### src/rtl/mac2x2_tile_seq.sv
// rtl/mac2x2_tile_seq.sv - sequences K operand beats through a 2x2 MAC array into one output tile; watchdog under MAC2X2_TILE_SEQ_WDOG_EN
module mac2x2_tile_seq #(
    parameter int KW       = 16,
    parameter int WDOG_CYC = 64
) (
    input  logic                clk,
    input  logic                rst_n,
    input  logic                start,
    input  logic [KW-1:0]       k_len,
    output logic                busy,
    output logic                done,
    output logic                err,
    input  logic                op_valid,
    output logic                op_ready,
    input  logic signed [7:0]   op_a0,
    input  logic signed [7:0]   op_a1,
    input  logic signed [7:0]   op_b0,
    input  logic signed [7:0]   op_b1,
    output logic                arr_in_valid,
    output logic signed [7:0]   arr_a0,
    output logic signed [7:0]   arr_a1,
    output logic signed [7:0]   arr_b0,
    output logic signed [7:0]   arr_b1,
    output logic signed [31:0]  arr_acc00,
    output logic signed [31:0]  arr_acc01,
    output logic signed [31:0]  arr_acc10,
    output logic signed [31:0]  arr_acc11,
    input  logic                arr_out_valid,
    input  logic signed [31:0]  arr_y00,
    input  logic signed [31:0]  arr_y01,
    input  logic signed [31:0]  arr_y10,
    input  logic signed [31:0]  arr_y11,
    output logic                res_valid,
    input  logic                res_ready,
    output logic signed [31:0]  res_y00,
    output logic signed [31:0]  res_y01,
    output logic signed [31:0]  res_y10,
    output logic signed [31:0]  res_y11
);

    typedef enum logic [1:0] {
        S_IDLE,
        S_WAIT_OP,
        S_WAIT_Y,
        S_RESULT
    } state_t;

    state_t             state;
    state_t             state_nxt;
    logic [KW-1:0]      remain;
    logic signed [31:0] acc00;
    logic signed [31:0] acc01;
    logic signed [31:0] acc10;
    logic signed [31:0] acc11;

    logic start_fire;
    logic op_fire;
    logic y_fire;
    logic res_fire;
    logic wdog_fire;

`ifdef MAC2X2_TILE_SEQ_WDOG_EN
    localparam int WDW = $clog2(WDOG_CYC + 1);

    logic [WDW-1:0] wdog_cnt;

    // Timeout on the WDOG_CYC-th WAIT_Y cycle without a response; the partial sums drain as the result.
    assign wdog_fire = (state == S_WAIT_Y) && !arr_out_valid && (wdog_cnt == WDW'(WDOG_CYC - 1));

    always_ff @(posedge clk) begin
        if (!rst_n) begin
            wdog_cnt <= '0;
        end else if (op_fire) begin
            wdog_cnt <= '0;
        end else if ((state == S_WAIT_Y) && !arr_out_valid) begin
            wdog_cnt <= wdog_cnt + WDW'(1);
        end
    end

    always_ff @(posedge clk) begin
        if (!rst_n) begin
            err <= 1'b0;
        end else if (start_fire) begin
            err <= 1'b0;
        end else if (wdog_fire) begin
            err <= 1'b1;
        end
    end
`else
    logic unused_wdog_cyc;

    assign unused_wdog_cyc = ^WDOG_CYC;
    assign wdog_fire       = 1'b0;
    assign err             = 1'b0;
`endif

    always_ff @(posedge clk) begin
        if (!rst_n) begin
            state <= S_IDLE;
        end else begin
            state <= state_nxt;
        end
    end

    always_comb begin
        state_nxt  = state;
        op_ready   = 1'b0;
        res_valid  = 1'b0;
        start_fire = 1'b0;
        op_fire    = 1'b0;
        y_fire     = 1'b0;
        res_fire   = 1'b0;
        case (state)
            S_IDLE: begin
                if (start) begin
                    start_fire = 1'b1;
                    state_nxt  = (k_len != '0) ? S_WAIT_OP : S_RESULT;
                end
            end
            S_WAIT_OP: begin
                op_ready = 1'b1;
                if (op_valid) begin
                    op_fire   = 1'b1;
                    state_nxt = S_WAIT_Y;
                end
            end
            S_WAIT_Y: begin
                if (arr_out_valid) begin
                    y_fire    = 1'b1;
                    state_nxt = (remain == KW'(1)) ? S_RESULT : S_WAIT_OP;
                end else if (wdog_fire) begin
                    state_nxt = S_RESULT;
                end
            end
            S_RESULT: begin
                res_valid = 1'b1;
                if (res_ready) begin
                    res_fire  = 1'b1;
                    state_nxt = S_IDLE;
                end
            end
            default: state_nxt = S_IDLE;
        endcase
    end

    always_ff @(posedge clk) begin
        if (!rst_n) begin
            remain       <= '0;
            acc00        <= '0;
            acc01        <= '0;
            acc10        <= '0;
            acc11        <= '0;
            arr_a0       <= '0;
            arr_a1       <= '0;
            arr_b0       <= '0;
            arr_b1       <= '0;
            arr_in_valid <= 1'b0;
            done         <= 1'b0;
        end else begin
            arr_in_valid <= op_fire;
            done         <= res_fire;
            if (start_fire) begin
                remain <= k_len;
                acc00  <= '0;
                acc01  <= '0;
                acc10  <= '0;
                acc11  <= '0;
            end
            if (op_fire) begin
                arr_a0 <= op_a0;
                arr_a1 <= op_a1;
                arr_b0 <= op_b0;
                arr_b1 <= op_b1;
            end
            if (y_fire) begin
                acc00  <= arr_y00;
                acc01  <= arr_y01;
                acc10  <= arr_y10;
                acc11  <= arr_y11;
                remain <= remain - KW'(1);
            end
        end
    end

    assign busy      = (state != S_IDLE);
    assign arr_acc00 = acc00;
    assign arr_acc01 = acc01;
    assign arr_acc10 = acc10;
    assign arr_acc11 = acc11;
    assign res_y00   = acc00;
    assign res_y01   = acc01;
    assign res_y10   = acc10;
    assign res_y11   = acc11;

endmodule

### config.mk
export PLATFORM = sky130hd
export DESIGN_NAME = mac2x2_tile_seq
export DESIGN_NICKNAME = d
export VERILOG_FILES = /design/src/rtl/mac2x2_tile_seq.sv
export SDC_FILE = /design/constraint.sdc
export NUM_CORES = 1
export LEC_CHECK = 0
export CORE_AREA = 2 2 184 186
export CTS_CLUSTER_SIZE = 20
export DETAILED_ROUTE_END_ITERATION = 6
export DIE_AREA = 0 0 186 188
export PLACE_DENSITY = 0.62
export SYNTH_ARGS = -nofsm -noshare
export SYNTH_HDL_FRONTEND = slang
export SYNTH_SLANG_ARGS = --single-unit
### constraint.sdc
create_clock -name clk -period 2.4 [get_ports clk]
set_input_delay 0.48 -clock clk [delete_from_list [all_inputs] [get_ports clk]]
set_output_delay 0.48 -clock clk [all_outputs]
set_load 0.05 [all_outputs]
==> out/metrics.yaml <==
synth_cell_types: 59
cp-start-kind: "flop"
routed_wl_mm: 25.97
netSwitchingPower_w: 0.002441
grt_pass1_vias: 6952
postCtsSetupBuffers: 0
cts_hold_buffers: 0
drive_gt1_share_pct: 4.992
drtIter0Drc: 336
antenna_found_initial: 3
ff2ff_setup_slack_ns: 0.66
wire_per_inst_um: 15.92
cp.required_ns: 1.92
pwr-share-clk_pct: 35.9
synth_cells: 852
share_comb_of_total_power_pct: 23.2
ys_seq_area_share_pct: 47.88
htree_levels: 4
critPathCaptureType: "primary output"
cts_resized: 0
cts_sinks: 180
finalCritPeriodShare_pct: 91.03
synth_top_area_cell: "dfxtp_1"
io_buffer_count: 474
skew_ns: 0.008135
finalHoldViolCount: 0
tritoncts: "built"
syn-num-nets: 1036
yosys.cell_count.top_type: "dfxtp_1"
arrival_ns: 1.70
synthTopCellsByArea: "dfxtp_1 (48%), a22oi_1 (13%), buf_4 (13%), nor2_1 (6.8%), nand2_1 (3.5%)"
insertion_delay_ns: 0.43
vdd_drop_max_mv: 0.4535
crit_buf_inv: 1
p_leak_nw: 4.282
status: "complete, no violations"
vias: 7099
drt_first_pass_iters: 5
reg2reg_to: "remain[13]"
setup_viol: 0
maxSlewViolCount: 0
async_flop_share_pct: 0
hpwl_mm: 18.89
slew_headroom_pct: 35.71
cts_made_buffers: 17
critPathMaxStageDelay_ns: 0.85
tns_ns: 0
max_freq_mhz: 457.7
ios: 476
core_area_um2: 33110
clkSlewWorstSetupHoldPaths_ns: 0.07
cellPowerDensity_nw_per_um2: 636.9
grt_max_degree: 162
drc: 0
grt_pass1_wl_mm: 38.82
cts-root-buf: "clkbuf_16"
start_util_pct: 22.73
synth_commonest_cells: "dfxtp_1 (180), nor2_1 (136), a22oi_1 (131), buf_4 (129), nand2_1 (71)"
critPathKind: "flop to primary output"
final_area_um2: 12380
netlist.area_leader.share_pct: 47.88
grt_overflow: 0
hp-class: "flop to flop"
hold-worst-slack_ns: 0.4529
syn_avg_cell_area_um2: 8.833
die_w_um: 186
crit_cells: 1
r2r-start: "remain[4]"
swShare_pct: 30.97
sequentialPowerShare_pct: 41.0
yosysWarnings: 0
multi_input_area_um2: 2696
synth-main-ff-cell: "dfxtp_1"
syn_to_final_growth_pct: 64.47
tightest_slew_ns: 0.9644
intPower_w: 0.005442
crit_chain: "clkdlybuf4s50_1"
placementRows: 67
dpl_cell_area_um2: 11790
synth_edf_count: 0
num-nets-final: 1353
crit_start: "arr_acc00[31]"
cts_buffer_depth: 2
crit_path_end: "arr_acc00[31]"
critPathTopFamily: "buffers and inverters"
rsz0062_at_grt: "false"
holdPathStages: 2
ant_nets: 0
vias_per_cell: 4.353
timing.final.crit_period_ns: 2.185
max_cap_violations: 0
die_h_um: 188
critPathSlowestCell: "clkdlybuf4s50_1"
regArea_um2: 3603
cp_max_fo: 3
fillers: 3307
ys_seq_elements: 180
gp_congestion: 0.7439
die-area_um2: 34970
syn_area_um2: 7526
r2r_cells: 4
groute.usage.overall_pct: 14.19
==> stage by stage <==
step                      setup slack (ns)  total power (W)  instances  util, %
final                               0.2153         0.007883       1631    37.38
after global routing                0.1478         0.008241       1630    37.37
after CTS                           0.1610         0.008000       1630    37.37
after detailed placement            0.2008         0.005130       1598    35.61
after global placement              0.2645         0.005116       1598    35.61
after floorplan                     0.3709         0.004405        852        -
==> how the worst min path moves through the flow <==
stage / start / to / slack, ns
finish: arr_b1[5] / arr_b1[5] / 0.45
global route: arr_b0[1] / arr_b0[1] / 0.47
CTS: arr_b1[5] / arr_b1[5] / 0.46
detailed placement: arr_b1[5] / arr_b1[5] / 0.45
global placement: arr_a1[2] / arr_a1[2] / 0.44
floorplan: remain[11] / remain[11] / 0.46
==> cells by family after synthesis <==
| logic type | after synthesis | share of synthesized area, % |
|---|---|---|
| multiplexers | 3 | 0.4156 |
| buffers and inverters | 196 | 16.41 |
| flip-flops | 180 | 47.88 |
| other | 1 | 0.04983 |
| AO/OA/AOI/OAI | 213 | 19.87 |
| adder cells (fa/ha/maj) | 2 | 0.3324 |
| AND/OR/NAND/NOR | 255 | 14.81 |
| XOR/XNOR | 2 | 0.2328 |
==> layout by cell type (no fill, tap or decap), drive strengths merged, types with 4 or more instances in the layout <==
cell / Yosys / routed
nand3: 4 / 4
nor4: 7 / 7
clkinvlp: 0 / 5
buf: 144 / 17
a21boi: 10 / 10
nor2: 136 / 136
nor2b: 7 / 7
and3: 6 / 6
dfxtp: 180 / 180
a21oi: 39 / 39
a22oi: 131 / 131
o21ai: 8 / 8
or4: 4 / 4
clkbuf: 46 / 21
clkdlybuf4s50: 0 / 471
nand2: 72 / 72
inv: 6 / 8
==> routing by layer <==
layer  vias up  GRT usage (%)  wire length (um)
met3        16          4.661              2013
met1      3344          16.91             10650
met4         4          3.604               298
met5         -              0                25
met2       279          24.39             12980
li1       3456              -                 -
==> cell type report <==
type,count,share of cell area [%]
Tap cell,448,4.528
Sequential cell,180,29.11
Antenna cell,1,0.02022
Clock buffer,21,3.720
Inverter,6,0.2022
Timing Repair Buffer,488,39.62
Multi-Input combinational cell,476,21.78
Clock inverter,11,1.011
==> power groups by stage <==
stage	clock network (W)	logic, W	registers [W]
floorplan	0	0.000843	0.00356
global placement	0	0.00182	0.00329
detailed placement	0	0.00184	0.00330
CTS	0.00293	0.00184	0.00323
global route	0.00306	0.00194	0.00325
finish	0.00283	0.00183	0.00323
==> registers in the layout, indices dropped and copies added, names as in the netlist <==
name          count
arr_a0            8
arr_a1            8
arr_acc00        32
arr_acc01        32
arr_acc10        32
arr_acc11        32
arr_b0            8
arr_b1            8
arr_in_valid      1
done              1
remain           16
state             2
==> tightest hold or removal path, cell delays in order (launching register included) <==
cell and delay, ns:
dfxtp_1 0.31, nand2_1 0.05, a21oi_1 0.05
Note: power is estimated with default switching activity, not from simulation.
